## config.mk

```make
export PLATFORM = sky130hd
export DESIGN_NAME = cpc_ram1m_ctrl
export DESIGN_NICKNAME = d
export VERILOG_FILES = /design/src/rtl/cpc_ram1m_pkg.sv /design/src/rtl/cpc_ram1m_map.sv /design/src/rtl/cpc_ram1m_ctrl.sv
export SDC_FILE = /design/constraint.sdc
export NUM_CORES = 1
export LEC_CHECK = 0
export CAP_MARGIN = 20
export CORE_MARGIN = 3
export CORE_UTILIZATION = 32
export CTS_CLUSTER_DIAMETER = 30
export DETAILED_ROUTE_END_ITERATION = 7
export PLACE_DENSITY = 0.85
export SLEW_MARGIN = 20
export SYNTH_ARGS = -nofsm -noshare
export SYNTH_HDL_FRONTEND = slang
export SYNTH_SLANG_ARGS = --single-unit
```

## constraint.sdc

```tcl
create_clock -name CLK -period 2.02 [get_ports CLK]
set_input_delay 0.404 -clock CLK [delete_from_list [all_inputs] [get_ports CLK]]
set_output_delay 0.404 -clock CLK [all_outputs]
set_load 0.05 [all_outputs]
```

## src/rtl/cpc_ram1m_pkg.sv

```systemverilog
// Shared definitions for the 1MB CPC RAM expansion controller: the
// configuration-write FSM states, the default I/O port decode, the
// expansion mode constants and the mode/slot -> expansion page lookup.
package cpc_ram1m_pkg;

    typedef enum logic [1:0] {
        IDLE    = 2'd0,
        CAPTURE = 2'd1,
        HOLD    = 2'd2
    } cfg_state_t;

    // A15:A11 of the RAM configuration port (&7Fxx / &7Exx)
    localparam logic [4:0] PORT_HI_DEFAULT = 5'b01111;

    localparam logic [2:0] MODE_INTERNAL = 3'd0;  // no expansion pages
    localparam logic [2:0] MODE_TOP      = 3'd1;  // slot 3 -> page 7
    localparam logic [2:0] MODE_ALL      = 3'd2;  // slots 0-3 -> pages 4-7
    localparam logic [2:0] MODE_TOP_ALT  = 3'd3;  // slot 3 -> page 7
    localparam logic [2:0] MODE_SLOT1    = 3'd4;  // 4-7: slot 1 -> page (mode)

    // Expansion page selection: hit flag plus page 4-7 encoded as 0-3
    typedef struct packed {
        logic       hit;
        logic [1:0] page;
    } ext_sel_t;

    function automatic ext_sel_t ext_page_lookup(input logic [2:0] mode,
                                                 input logic [1:0] slot);
        ext_sel_t r;
        r.hit  = 1'b0;
        r.page = 2'b00;
        case (mode)
            MODE_INTERNAL: ;
            MODE_TOP, MODE_TOP_ALT: begin
                if (slot == 2'd3) begin
                    r.hit  = 1'b1;
                    r.page = 2'b11;
                end
            end
            MODE_ALL: begin
                r.hit  = 1'b1;
                r.page = slot;
            end
            default: begin
                if (mode >= MODE_SLOT1 && slot == 2'd1) begin
                    r.hit  = 1'b1;
                    r.page = mode[1:0];
                end
            end
        endcase
        return r;
    endfunction

endpackage

```

## src/rtl/cpc_ram1m_map.sv

```systemverilog
// Combinational slot mapper: turns the current mode/bank and the CPU
// 16K slot (A15:A14) into an expansion hit, SRAM A18:A14 and chip select.
module cpc_ram1m_map
    import cpc_ram1m_pkg::*;
#(
    parameter int unsigned BANK_BITS = 4
) (
    input  logic [2:0]           mode,
    input  logic [BANK_BITS-1:0] bank,
    input  logic [1:0]           slot,
    output logic                 slot_hit,
    output logic [4:0]           hiadr,
    output logic                 chip_sel
);

    ext_sel_t sel;

    // Look up which expansion page (if any) the slot maps to
    always_comb begin
        sel = ext_page_lookup(mode, slot);
    end

    assign slot_hit = sel.hit;
    assign hiadr    = {bank[2:0], sel.page};
    // Top bank bit picks which 512K SRAM holds the page
    assign chip_sel = bank[BANK_BITS-1];

endmodule

```

## src/rtl/cpc_ram1m_ctrl.sv

```systemverilog
// Bank-switch controller for the 1MB CPC RAM expansion.
// Decodes OUT writes to &7Fxx/&7Exx with D7:6=11 into a bank/mode register
// (one update per OUT) and drives the SRAM strobes from that register.
// Optional macro CPC_RAM1M_TESTPOINT_EN exposes registered debug state on TP.
module cpc_ram1m_ctrl
    import cpc_ram1m_pkg::*;
#(
    parameter int unsigned BANK_BITS = 4,
    parameter logic [4:0]  PORT_HI   = PORT_HI_DEFAULT
) (
    input  logic        CLK,
    input  logic        RESET,
    input  logic        ENABLE,
    input  logic [15:0] A,
    input  logic [7:0]  D,
    input  logic        IOREQ_B,
    input  logic        WR_B,
    input  logic        MREQ_B,
    input  logic        RFSH_B,
    input  logic        RAMRD_B,
    output logic [4:0]  HIADR,
    output logic        RAMCS0_B,
    output logic        RAMCS1_B,
    output logic        RAMOE_B,
    output logic        RAMWE_B,
    output logic        RAMDIS,
    output logic [4:0]  TP
);

    cfg_state_t           state, state_nxt;
    logic                 cfg_load;
    logic                 cfg_hit;
    logic [2:0]           mode;
    logic [BANK_BITS-1:0] bank;
    logic                 slot_hit;
    logic                 chip_sel;
    logic                 ext_hit;
    logic                 unused_addr;

    assign cfg_hit = ~IOREQ_B & ~WR_B & (A[15:11] == PORT_HI) & (D[7:6] == 2'b11);

    // Address bits not involved in port decode or slot selection
    assign unused_addr = ^{A[10:9], A[7:0]};

    // FSM state register
    always_ff @(posedge CLK or posedge RESET) begin
        if (RESET) state <= IDLE;
        else       state <= state_nxt;
    end

    // Next state: capture once, then wait for the I/O write to end
    always_comb begin
        state_nxt = state;
        cfg_load  = 1'b0;
        case (state)
            IDLE:    if (cfg_hit) state_nxt = CAPTURE;
            CAPTURE: begin
                cfg_load  = 1'b1;
                state_nxt = HOLD;
            end
            HOLD:    if (IOREQ_B | WR_B) state_nxt = IDLE;
            default: state_nxt = IDLE;
        endcase
    end

    // Bank/mode register; bank MSB comes from A8 so &7Exx selects the upper chip
    always_ff @(posedge CLK or posedge RESET) begin
        if (RESET) begin
            mode <= '0;
            bank <= '0;
        end else if (cfg_load) begin
            mode <= D[2:0];
            bank <= {~A[8], D[5:3]};
        end
    end

    cpc_ram1m_map #(
        .BANK_BITS (BANK_BITS)
    ) u_map (
        .mode     (mode),
        .bank     (bank),
        .slot     (A[15:14]),
        .slot_hit (slot_hit),
        .hiadr    (HIADR),
        .chip_sel (chip_sel)
    );

    // Refresh cycles and a disabled board never touch the SRAMs
    assign ext_hit  = slot_hit & ENABLE & RFSH_B & ~MREQ_B;

    assign RAMCS0_B = ~(ext_hit & ~chip_sel);
    assign RAMCS1_B = ~(ext_hit &  chip_sel);
    assign RAMOE_B  = ~(ext_hit & ~RAMRD_B);
    assign RAMWE_B  = ~(ext_hit & ~WR_B);
    assign RAMDIS   = ext_hit;

`ifdef CPC_RAM1M_TESTPOINT_EN
    logic [4:0] tp_p1;

    // Test points lag the live state by one clock
    always_ff @(posedge CLK or posedge RESET) begin
        if (RESET) tp_p1 <= '0;
        else       tp_p1 <= {ext_hit, bank[BANK_BITS-1], mode};
    end

    assign TP = tp_p1;
`else
    assign TP = '0;
`endif

endmodule

```

== Word-level counts from Yosys, hierarchy flattened ==
Index checks and enable logic that the tools add are counted.

* Input port bits: 32
* Output and inout port bits: 15
* Logic and storage cells: 48
* Register bits: 9

* Bitwise logic cells: 21
* $lt $le $gt $ge: 1
* Equality and inequality tests: 11
* Multiplexer cells: 7
* Reduce and logical (&&, ||, !) cells: 5

{| class="wikitable"
|+ Operators with widths
! cell !! count
|-
| 1-bit AND || 10
|-
| 1-bit inverter || 10
|-
| 3-bit case mux with 3 select lines || 1
|-
| 2-bit == test (second input constant) || 3
|-
| 3-bit by 2-bit == test with 1-bit output (second input constant) || 2
|-
| 3-bit 2-to-1 mux || 2
|-
| 2-bit case mux with 3 select lines || 1
|-
| 5-bit by 4-bit == test with 1-bit output (second input constant) || 1
|-
| 2-bit by 1-bit == test with 1-bit output (second input constant) || 2
|-
| 2-bit 2-to-1 mux || 2
|-
| 2-bit != test (second input constant) || 2
|-
| 3-bit by 1-bit == test with 1-bit output (second input constant) || 1
|-
| 3-bit >= comparator (second input constant) || 1
|-
| 3-bit zero test || 1
|-
| 2-bit zero test || 1
|-
| 2-bit AND reduction || 1
|-
| 2-bit OR reduction || 1
|-
| 1-bit logical AND || 1
|-
| 1-bit 2-to-1 mux || 1
|-
| 1-bit bitwise OR || 1
|}

== Longest topological paths before layout ==
Gate-level depths: netlist (run 1).

* Depth in word-level cells: 9
* Gate-level depth with buffers: 4
* Depth with buffers taken out: 3

== By module ==
From an unflattened synthesis (run 1), not the netlist that was laid out.

* Cells, all modules: 53
* Area total of the unflattened synthesis: 551.8 um^2

{| class="wikitable"
|+ Modules (own cells, without submodules)
! module !! cells an instance !! times used !! area each (um^2) !! sequential area each (um^2)
|-
| cpc_ram1m_ctrl || 37 || 1 || 456.7 || 225.2
|-
| cpc_ram1m_map || 16 || 1 || 95.1 || 0.0
|}

== Least setup slack after synthesis (run 1) ==
OpenSTA, ideal clock, no wires.

* Kind: register to output
* Start: reg mode[0]
* End: out HIADR[1]
* Data required time: 1.616 ns
* Setup slack: 0.194 ns
* Cell stages (with the launch flop): 4
* Buffers on the path: 0
* Data arrival time: 1.422 ns
* Path through: dfrtp_1 -> nor2b_2 -> o21ai_0 -> o22ai_1

* Word-level cells in the longest chain between the ends: 4
* Elaborated cells on any way between the ends: 9
* Classes of those cells: order compare: 1; eq/ne: 3; mux: 2; reduce/logical: 3

{| class="wikitable"
|+ Ends and longest elaborated chain
! what !! line !! text
|-
| start: declaration || cpc_ram1m_ctrl.sv:33 || <nowiki>logic [2:0] mode;</nowiki>
|-
| start signal: assignment || cpc_ram1m_ctrl.sv:72 || <nowiki>mode <= D[2:0];</nowiki>
|-
| 3-bit >= comparator || cpc_ram1m_pkg.sv:45 || <nowiki>if (mode >= MODE_SLOT1 && slot == 2'd1) begin</nowiki>
|-
| 1-bit logical AND || cpc_ram1m_pkg.sv:45 ||
|-
| 3-bit 2-to-1 mux || cpc_ram1m_pkg.sv:45 ||
|-
| 3-bit case mux with 3 select lines (*) || cpc_ram1m_pkg.sv:32 || <nowiki>case (mode)</nowiki>
|-
| end: declaration || cpc_ram1m_ctrl.sv:21 || <nowiki>output logic [4:0] HIADR,</nowiki>
|}

Every way passes the cells marked *; elsewhere a longest branch is shown, timed or not.

== Worst setup path after layout (run 1) ==
* Start: reg mode[1]
* End: out RAMDIS

* Word-level cells in the longest chain between the ends: 7
* Elaborated cells on any way between the ends: 12
* Classes of those cells: order compare: 1; eq/ne: 3; mux: 2; bitwise: 3; reduce/logical: 3

{| class="wikitable"
|+ Ends and longest elaborated chain
! what !! line !! text
|-
| 3-bit >= comparator || cpc_ram1m_pkg.sv:45 ||
|-
| 1-bit logical AND || cpc_ram1m_pkg.sv:45 ||
|-
| 3-bit 2-to-1 mux || cpc_ram1m_pkg.sv:45 ||
|-
| 3-bit case mux with 3 select lines (*) || cpc_ram1m_pkg.sv:32 ||
|-
| 1-bit AND (*) (3 in a row) || cpc_ram1m_ctrl.sv:89 || <nowiki>assign ext_hit = slot_hit & ENABLE & RFSH_B & ~MREQ_B;</nowiki>
|-
| end: declaration || cpc_ram1m_ctrl.sv:26 || <nowiki>output logic RAMDIS,</nowiki>
|}

Marks and branches as above.

==> results of run 1 <==
-- cell type report --
cell class                 count  area [um^2]
tap                           15         18.8
timing repair buffer          31          369
clock buffer                   4         26.3
fill                         107          489
sequential                     9          225
multi-input combinational     38          259
inverter                       3         11.3
-- layout by cell type, fill, tap and decap left out, types with 2 or more instances in the layout --
cell type and count:
buf_12 6, clkbuf_4 3, clkdlybuf4s50_1 22, conb_1 5
dfrtp_1 9, inv_1 3, mux2_2 6, nand2_1 7
nand2b_1 2, nand4b_1 3, o21ai_0 3
-- registers in the layout, summed over array words and instances, names as in the netlist --
register and flops:
bank 4, mode 3, state 2
-- critical path, cell delays in order (launching register included) --
cell and delay (ns):
dfrtp_1 0.38, nor2b_2 0.17, a311o_1 0.38, and3_4 0.21, buf_12 0.14
-- synthesized netlist by cell type, types with 2 or more instances --
cell      count  area (um^2)
dfrtp_1       9          225
mux2_2        6         67.6
buf_4         5         37.5
o21ai_0       3         15.0
nand2_1       7         26.3
nand4b_1      3         26.3
and3_1        2         12.5
nand2b_1      2         12.5
inv_1         3         11.3
-- layer usage --
metal	GRT usage	vias up
met5	0	-
met4	0.0682	0
met3	0.0273	2
met2	0.223	30
met1	0.117	228
li1	-	240
-- power groups by stage --
stage | Combinational [W] | Clock [W] | Sequential, W
6_report | 0.000162 | 0.000133 | 0.000202
5_1_grt | 0.000172 | 0.000145 | 0.000204
4_1_cts | 0.000163 | 0.000141 | 0.000202
3_5_place_dp | 0.000163 | 0 | 0.000206
3_3_place_gp | 0.000160 | 0 | 0.000204
2_1_floorplan | 0.0000815 | 0 | 0.000221
-- worst min path at each step --
stage,cells after the start,slack (ns),from,endpoint
after floorplan,1,0.23,RESET,bank[0]$_DFFE_PP0N_
after global placement,1,0.43,state[1]$_DFFE_PP0P_,state[0]$_DFFE_PP0P_
after detailed placement,1,0.46,state[1]$_DFFE_PP0P_,state[0]$_DFFE_PP0P_
after CTS,2,0.40,RESET,bank[1]$_DFFE_PP0N_
after global routing,2,0.43,RESET,bank[1]$_DFFE_PP0N_
final,2,0.40,RESET,bank[3]$_DFFE_PP0N_
-- what timing repair did --
item / 4_1_cts / 5_1_grt
resized for setup: 2 / 2
pin swaps: 1 / 1
endpoints found under the hold margin: 0 / 0
endpoints found under the setup margin: 2 / 5
buffers inserted: 0 / 0
hold buffers: 0 / 0
-- metrics by stage --
| step | area [um^2] | hold WS, ns |
|---|---|---|
| floorplan | 531 | 0.232 |
| global placement | 875 | 0.434 |
| detailed placement | 875 | 0.461 |
| CTS | 905 | 0.403 |
| global route | 910 | 0.429 |
| finish | 910 | 0.401 |
-- cells by family (layout without fill, tap and decap cells) --
group	count (synthesis)	count (layout)	share of synthesized area
multiplexers	6	6	0.131
other	1	5	0.00727
flip-flops	9	9	0.437
buffers and inverters	9	38	0.104
AO/OA/AOI/OAI	6	6	0.0801
AND/OR/NAND/NOR	21	21	0.240
==> impl_metrics.tcl, run 1 <==
set metrics [dict create \
    cts-buffers-inserted 3 \
    antenna_cells 0 \
    p_per_area_nw_per_um2 547 \
    power_switching_w 0.000153 \
    vias 500 \
    cts_tree "yes" \
    drc 0 \
    core_um2 1400 \
    crit_arrival_ns 1.54 \
    max_cap_violations 0 \
    h-tree-depth 1 \
    dpl_worst_slack_ns -0.0520 \
    setup_tns_ns 0 \
    r2r_slack_ns 0.81 \
    die_area_um2 2130 \
    syn2layout_area_growth_pct 76.5 \
    finalSetupViolCount 0 \
    p_sw_frac 0.308 \
    hold_path.class "in2async" \
    r2r-start "state[1]$_DFFE_PP0P_" \
    syn_inst 52 \
    status "finished clean" \
    ys.flop_type "dfrtp_1" \
    startpoint "mode[1]$_DFFE_PP0N_" \
    start_util 0.369 \
    core.rowCount 13 \
    io_buffer_count 31 \
    clock_sink_count 9 \
    pwr-share-comb 0.326 \
    top_layer_used "met4" \
    fin_util 0.650 \
    nNetsFinal 118 \
    startpoint_type "register" \
    drive_above_1_share 0.247 \
    clockBufferDepth 2 \
    gr-usage-all-layers 0.119 \
    p_clk_frac 0.267 \
    ys_seq_elements 9 \
    wl_met3_um 132 \
    fmax_mhz 515 \
    p_seq_frac 0.407 \
    crit_path_max_fanout 5 \
    path_clk_slew_ns 0.06 \
    wl_per_cell_um 11.8 \
    syn_area_um2 515 \
    drv_slew 0 \
    grt_pass1_wl_um 1800 \
    rr_endpoint "bank[0]$_DFFE_PP0N_" \
    worst_pin_slew_ns 0.500 \
    routed-wl-met2_um 585 \
    async_flop_share 1.00 \
    die_height_um 46.1 \
    first_iter_violations 2 \
    dp_hpwl_um 999 \
    final_antenna_net_count 0 \
    rsz0062_at_grt "no" \
    vias_per_cell 5.00 \
    avgSynthCellArea_um2 9.91 \
    crit_required_ns 1.62 \
    yosys_warnings 0 \
    finalCritPeriodShare 0.961 \
    crit_path_end "RAMDIS" \
    dr.pass1.iters 3 \
    first_global_vias 481 \
    p_leak_nw 0.410 \
    ioPinCount 47 \
    synth-edff-count 0 \
    seq_area_frac_synth 0.437 \
    rr_worst_depth 2 \
    gp_congestion 0.710 \
    vdd_drop_max_mv 0.321 \
    timing.final.ws_setup_ns 0.0788 \
    total_power_w 0.000498 \
    stdcell_count 100 \
    grt_start_max_net_pins 10 \
    place_inst 96 \
    yosysUniqueCellTypes 21 \
    clk_latency_ns 0.25 \
    antenna_found_initial 0 \
    overflow 0 \
    relSlewSlack 0.666 \
    drt-met1-wl_um 449 \
    timing.final.crit_period_ns 1.94 \
    cp-end-kind "output pin" \
    routed_wirelength_um 1180 \
    die_w_um 46.1 \
    skew_ns 0.00170 \
    clock-root-buffer "clkbuf_4" \
    crit_type "reg2out" \
    hold_viol_final 0 \
    internal_power_w 0.000344 \
]
Note: power is estimated with default switching activity, not from simulation.
==> inputs of run 2 (changes only) <==
REMOVE_ABC_BUFFERS = 1   (was unset)
==> run 2 against run 1 <==
Compared with the run above: register-to-register slack gained 0.02 ns; sequential power about the same; count of clock-buffer cells in the layout unchanged; setup slack gained 0.014 ns; clock skew increased by 0.0014 ns; sequential cell count unchanged; die area unchanged; final cell count is 2.0% higher; sequential share of layout area is 0.63 points lower; critical endpoint unchanged.
==> impl_metrics.tcl, run 2 (synthesis gave the netlist of run 1 again) <==
set metrics [dict create \
    nNetsFinal 120 \
    p_clk_frac 0.269 \
    startpoint_type "register" \
    power_switching_w 0.000159 \
    finalCritPeriodShare 0.954 \
    crit_type "reg2out" \
    total_power_w 0.000510 \
    antenna_cells 0 \
    start_util 0.369 \
    io_buffer_count 31 \
    rr_worst_depth 2 \
    ioPinCount 47 \
    fin_area_um2 933 \
    first_global_vias 514 \
    clk_latency_ns 0.26 \
    internal_power_w 0.000351 \
    drive_above_1_share 0.264 \
    cp-end-kind "output pin" \
    rr_endpoint "bank[1]$_DFFE_PP0N_" \
    overflow 0 \
    post-cts-setup-buffers 0 \
    path_clk_slew_ns 0.06 \
    crit_required_ns 1.62 \
    fin_util 0.667 \
    finalSetupViolCount 0 \
    die_w_um 46.1 \
    clock-root-buffer "clkbuf_4" \
    antenna_found_initial 0 \
    num-fill-cells 115 \
    relSlewSlack 0.666 \
    max_cap_violations 0 \
    worst_pin_slew_ns 0.500 \
    dr.pass1.iters 4 \
    h-tree-depth 1 \
    grt_start_max_net_pins 10 \
    final_antenna_net_count 0 \
    gr-usage-all-layers 0.139 \
    rsz0062_at_grt "no" \
    wl_per_cell_um 12.3 \
    dpl-instance-area_um2 890 \
    drv_slew 0 \
    status "finished clean" \
    syn2layout_area_growth_pct 81.1 \
    fin_hold_ws_ns 0.391 \
    vias_per_cell 5.07 \
    top_regs "bank x4, mode x3, state x2" \
    fmax_mhz 519 \
    gp_congestion 0.724 \
    first_iter_violations 7 \
    clock_sink_count 9 \
    r2r-start "state[1]$_DFFE_PP0P_" \
    routed_wirelength_um 1250 \
    skew_ns 0.00307 \
    crit_path_max_fanout 5 \
    core.rowCount 13 \
    p_leak_nw 0.419 \
    cts_tree "yes" \
    pwr-share-comb 0.333 \
    drc 0 \
    p_seq_frac 0.397 \
    clockBufferDepth 2 \
    vdd_drop_max_mv 0.353 \
    layout_commonest_cell "clkdlybuf4s50_1" \
    regMostFlops "bank" \
    hold_viol_final 0 \
    crit_arrival_ns 1.52 \
    die_height_um 46.1 \
    timing.final.crit_period_ns 1.93 \
    cts_hold_buf 0 \
    grt_pass1_wl_um 2060 \
    largest_reg_flops 4 \
    r2r_slack_ns 0.83 \
    vias 517 \
    core_um2 1400 \
    cts-buffers-inserted 3 \
    p_per_area_nw_per_um2 546 \
    hold_path.class "in2async" \
    die_area_um2 2130 \
    most-common-layout-cells "clkdlybuf4s50_1 (22), dfrtp_1 (9), nand2_1 (7)" \
    dp_hpwl_um 1010 \
    p_sw_frac 0.311 \
]
==> run 2: worst max path at each step <==
stage / startpoint / to / slack, ns / cells past startpoint
after floorplan: mode[0]$_DFFE_PP0N_ / HIADR[1] / 0.19 / 3
after global placement: A[15] / RAMDIS / -0.03 / 4
after detailed placement: A[15] / RAMDIS / -0.03 / 4
after CTS: mode[1]$_DFFE_PP0N_ / RAMDIS / 0.04 / 4
after global routing: RFSH_B / RAMOE_B / 0.004 / 5
final: mode[1]$_DFFE_PP0N_ / RAMDIS / 0.09 / 4
==> run 2: area by class of cell <==
type / count / area [um^2] / area share
well taps: 15 / 18.8 / 0.0201
multi-input cells: 38 / 259 / 0.277
inverters: 3 / 11.3 / 0.0121
repair buffers: 33 / 393 / 0.421
flip-flops and latches: 9 / 225 / 0.241
clock buffers: 4 / 26.3 / 0.0282
==> run 2: critical path: stages (launching register included) <==
cell,delay (ns)
dfrtp_1,0.39
nor2b_2,0.17
a311o_1,0.34
and3_4,0.22
buf_12,0.14
==> run 2: metal layers <==
metal | share of wire | up-vias | routed length, um | track usage
met5 | 0 | - | 0 | 0
met4 | 0.024 | 0 | 30 | 0.0966
met3 | 0.12 | 5 | 152 | 0.0391
met2 | 0.50 | 33 | 620 | 0.234
met1 | 0.36 | 237 | 447 | 0.148
li1 | - | 242 | - | -
==> run 2: through the flow <==
| stage | std cells | setup WS (ns) | setup TNS, ns |
|---|---|---|---|
| 4_1_cts | 102 | 0.0402 | 0 |
| 5_1_grt | 102 | 0.00377 | 0 |
| 6_report | 102 | 0.0924 | 0 |
| 2_1_floorplan | 50 | 0.194 | 0 |
| 3_5_place_dp | 98 | -0.0315 | -0.0574 |
| 3_3_place_gp | 98 | -0.0257 | -0.0257 |
==> run 2: power by group through the flow <==
| stage | logic, W | registers (W) | clock network [W] |
|---|---|---|---|
| 6_report | 0.000170 | 0.000203 | 0.000137 |
| 5_1_grt | 0.000180 | 0.000204 | 0.000150 |
| 4_1_cts | 0.000169 | 0.000202 | 0.000144 |
| 3_5_place_dp | 0.000165 | 0.000205 | 0 |
| 3_3_place_gp | 0.000163 | 0.000204 | 0 |
| 2_1_floorplan | 0.0000738 | 0.000221 | 0 |
==> run 2: timing repair <==
action                                  4_1_cts  5_1_grt
pin swaps                                     2        2
resized for setup                             5        1
endpoints found under the setup margin        4        5
==> inputs of run 3 (changes only) <==
MAX_ROUTING_LAYER = met4   (was unset)
REMOVE_ABC_BUFFERS = unset   (was 1)
SLEW_MARGIN = 25   (was 20)
==> run 3 against run 2 <==
Compared with the run above: core utilization down 1.7 points; final area shrank 2.5%; die area unchanged; largest power group unchanged; register-to-register slack lost 0.02 ns; clock skew down 0.0014 ns; non-clock buffer count fell by 2; highest routed layer unchanged.
==> impl_metrics.tcl, run 3 (synthesis gave the netlist of run 1 again) <==
set metrics [dict create \
    status "finished clean" \
    startpoint "mode[1]$_DFFE_PP0N_" \
    finalSetupViolCount 0 \
    vdd_drop_max_mv 0.321 \
    startpoint_type "register" \
    die_w_um 46.1 \
    drive_above_1_share 0.247 \
    rr_endpoint "bank[0]$_DFFE_PP0N_" \
    dp_hpwl_um 999 \
    hold_viol_final 0 \
    fmax_mhz 515 \
    regMostFlops "bank" \
    layout_commonest_cell "clkdlybuf4s50_1" \
    h-tree-depth 1 \
    worst_pin_slew_ns 0.500 \
    fin_util 0.650 \
    crit_path_end "RAMDIS" \
    first_iter_violations 2 \
    crit_type "reg2out" \
    top_regs "bank x4, mode x3, state x2" \
    drv_slew 0 \
    antenna_cells 0 \
    cp-end-kind "output pin" \
    clock_sink_count 9 \
    gr-usage-all-layers 0.123 \
    cts_tree "yes" \
    vias 500 \
    die_height_um 46.1 \
    vias_per_cell 5.00 \
    routed_wirelength_um 1180 \
    post-cts-setup-buffers 0 \
    largest_reg_flops 4 \
    grt_pass1_wl_um 1800 \
    overflow 0 \
    p_leak_nw 0.410 \
    start_util 0.369 \
    clockBufferDepth 2 \
    dr.pass1.iters 3 \
    clk_latency_ns 0.25 \
    r2r_slack_ns 0.81 \
    antenna_found_initial 0 \
    core_um2 1400 \
    wl_per_cell_um 11.8 \
    skew_ns 0.00170 \
    syn2layout_area_growth_pct 76.5 \
    finalCritPeriodShare 0.961 \
    ioPinCount 47 \
    core.rowCount 13 \
    crit_path_max_fanout 5 \
    nNetsFinal 118 \
    max_cap_violations 0 \
    hold_path.class "in2async" \
    total_power_w 0.000498 \
    rr_worst_depth 2 \
    crit_arrival_ns 1.54 \
    r2r-start "state[1]$_DFFE_PP0P_" \
    setup_tns_ns 0 \
    grt_start_max_net_pins 10 \
    relSlewSlack 0.666 \
    path_clk_slew_ns 0.06 \
    p_per_area_nw_per_um2 547 \
    drc 0 \
    die_area_um2 2130 \
    gp_congestion 0.718 \
    clock-root-buffer "clkbuf_4" \
    first_global_vias 481 \
    io_buffer_count 31 \
    rsz0062_at_grt "no" \
    final_antenna_net_count 0 \
    cts_hold_buf 0 \
    crit_required_ns 1.62 \
    timing.final.crit_period_ns 1.94 \
    cts-buffers-inserted 3 \
    most-common-layout-cells "clkdlybuf4s50_1 (22), dfrtp_1 (9), nand2_1 (7)" \
]
run 3: worst min-delay path by stage:
stage	endpoint	start
after global placement	state[0]$_DFFE_PP0P_	state[1]$_DFFE_PP0P_
after CTS	bank[1]$_DFFE_PP0N_	RESET
final	bank[3]$_DFFE_PP0N_	RESET
after detailed placement	state[0]$_DFFE_PP0P_	state[1]$_DFFE_PP0P_
after floorplan	bank[0]$_DFFE_PP0N_	RESET
after global routing	bank[1]$_DFFE_PP0N_	RESET
run 3: report_power, final:
group / internal, W / switching, W / leakage, nW
sequential: 0.000192 / 0.0000104 / 0.107
clock: 0.0000758 / 0.0000572 / 0.0150
combinational: 0.0000764 / 0.0000860 / 0.288
run 3: final cells by class:
class / instances / area, um^2
clock buffer: 4 / 26.3
fill: 107 / 489
inverter: 3 / 11.3
multi-input combinational: 38 / 259
sequential: 9 / 225
tap: 15 / 18.8
timing repair buffer: 31 / 369
run 3: metal layers:
metal | routed length [um] | global-route usage | part of all wire
met5 | 0 | - | 0
met4 | 12 | 0.0682 | 0.010
met3 | 126 | 0.0234 | 0.11
met2 | 585 | 0.223 | 0.50
met1 | 455 | 0.119 | 0.39
run 3: what timing repair did:
action,4_1_cts,5_1_grt
cloned,0,0
endpoints found under the hold margin,0,0
pin swaps,1,1
setup endpoints to repair,2,5
gates resized for setup,2,2
run 3: critical path, cell delays in order, from the launching register on:
cell and delay [ns]:
dfrtp_1 0.38, nor2b_2 0.17, a311o_1 0.38, and3_4 0.21
buf_12 0.14
run 3: metrics by stage:
step | area [um^2] | hold WS, ns | worst slack, ns | instances
2_1_floorplan | 531 | 0.232 | 0.194 | 56
3_3_place_gp | 875 | 0.434 | -0.0445 | 96
3_5_place_dp | 875 | 0.461 | -0.0520 | 96
4_1_cts | 905 | 0.403 | 0.00393 | 100
5_1_grt | 910 | 0.429 | 0.0161 | 100
6_report | 910 | 0.401 | 0.0788 | 100
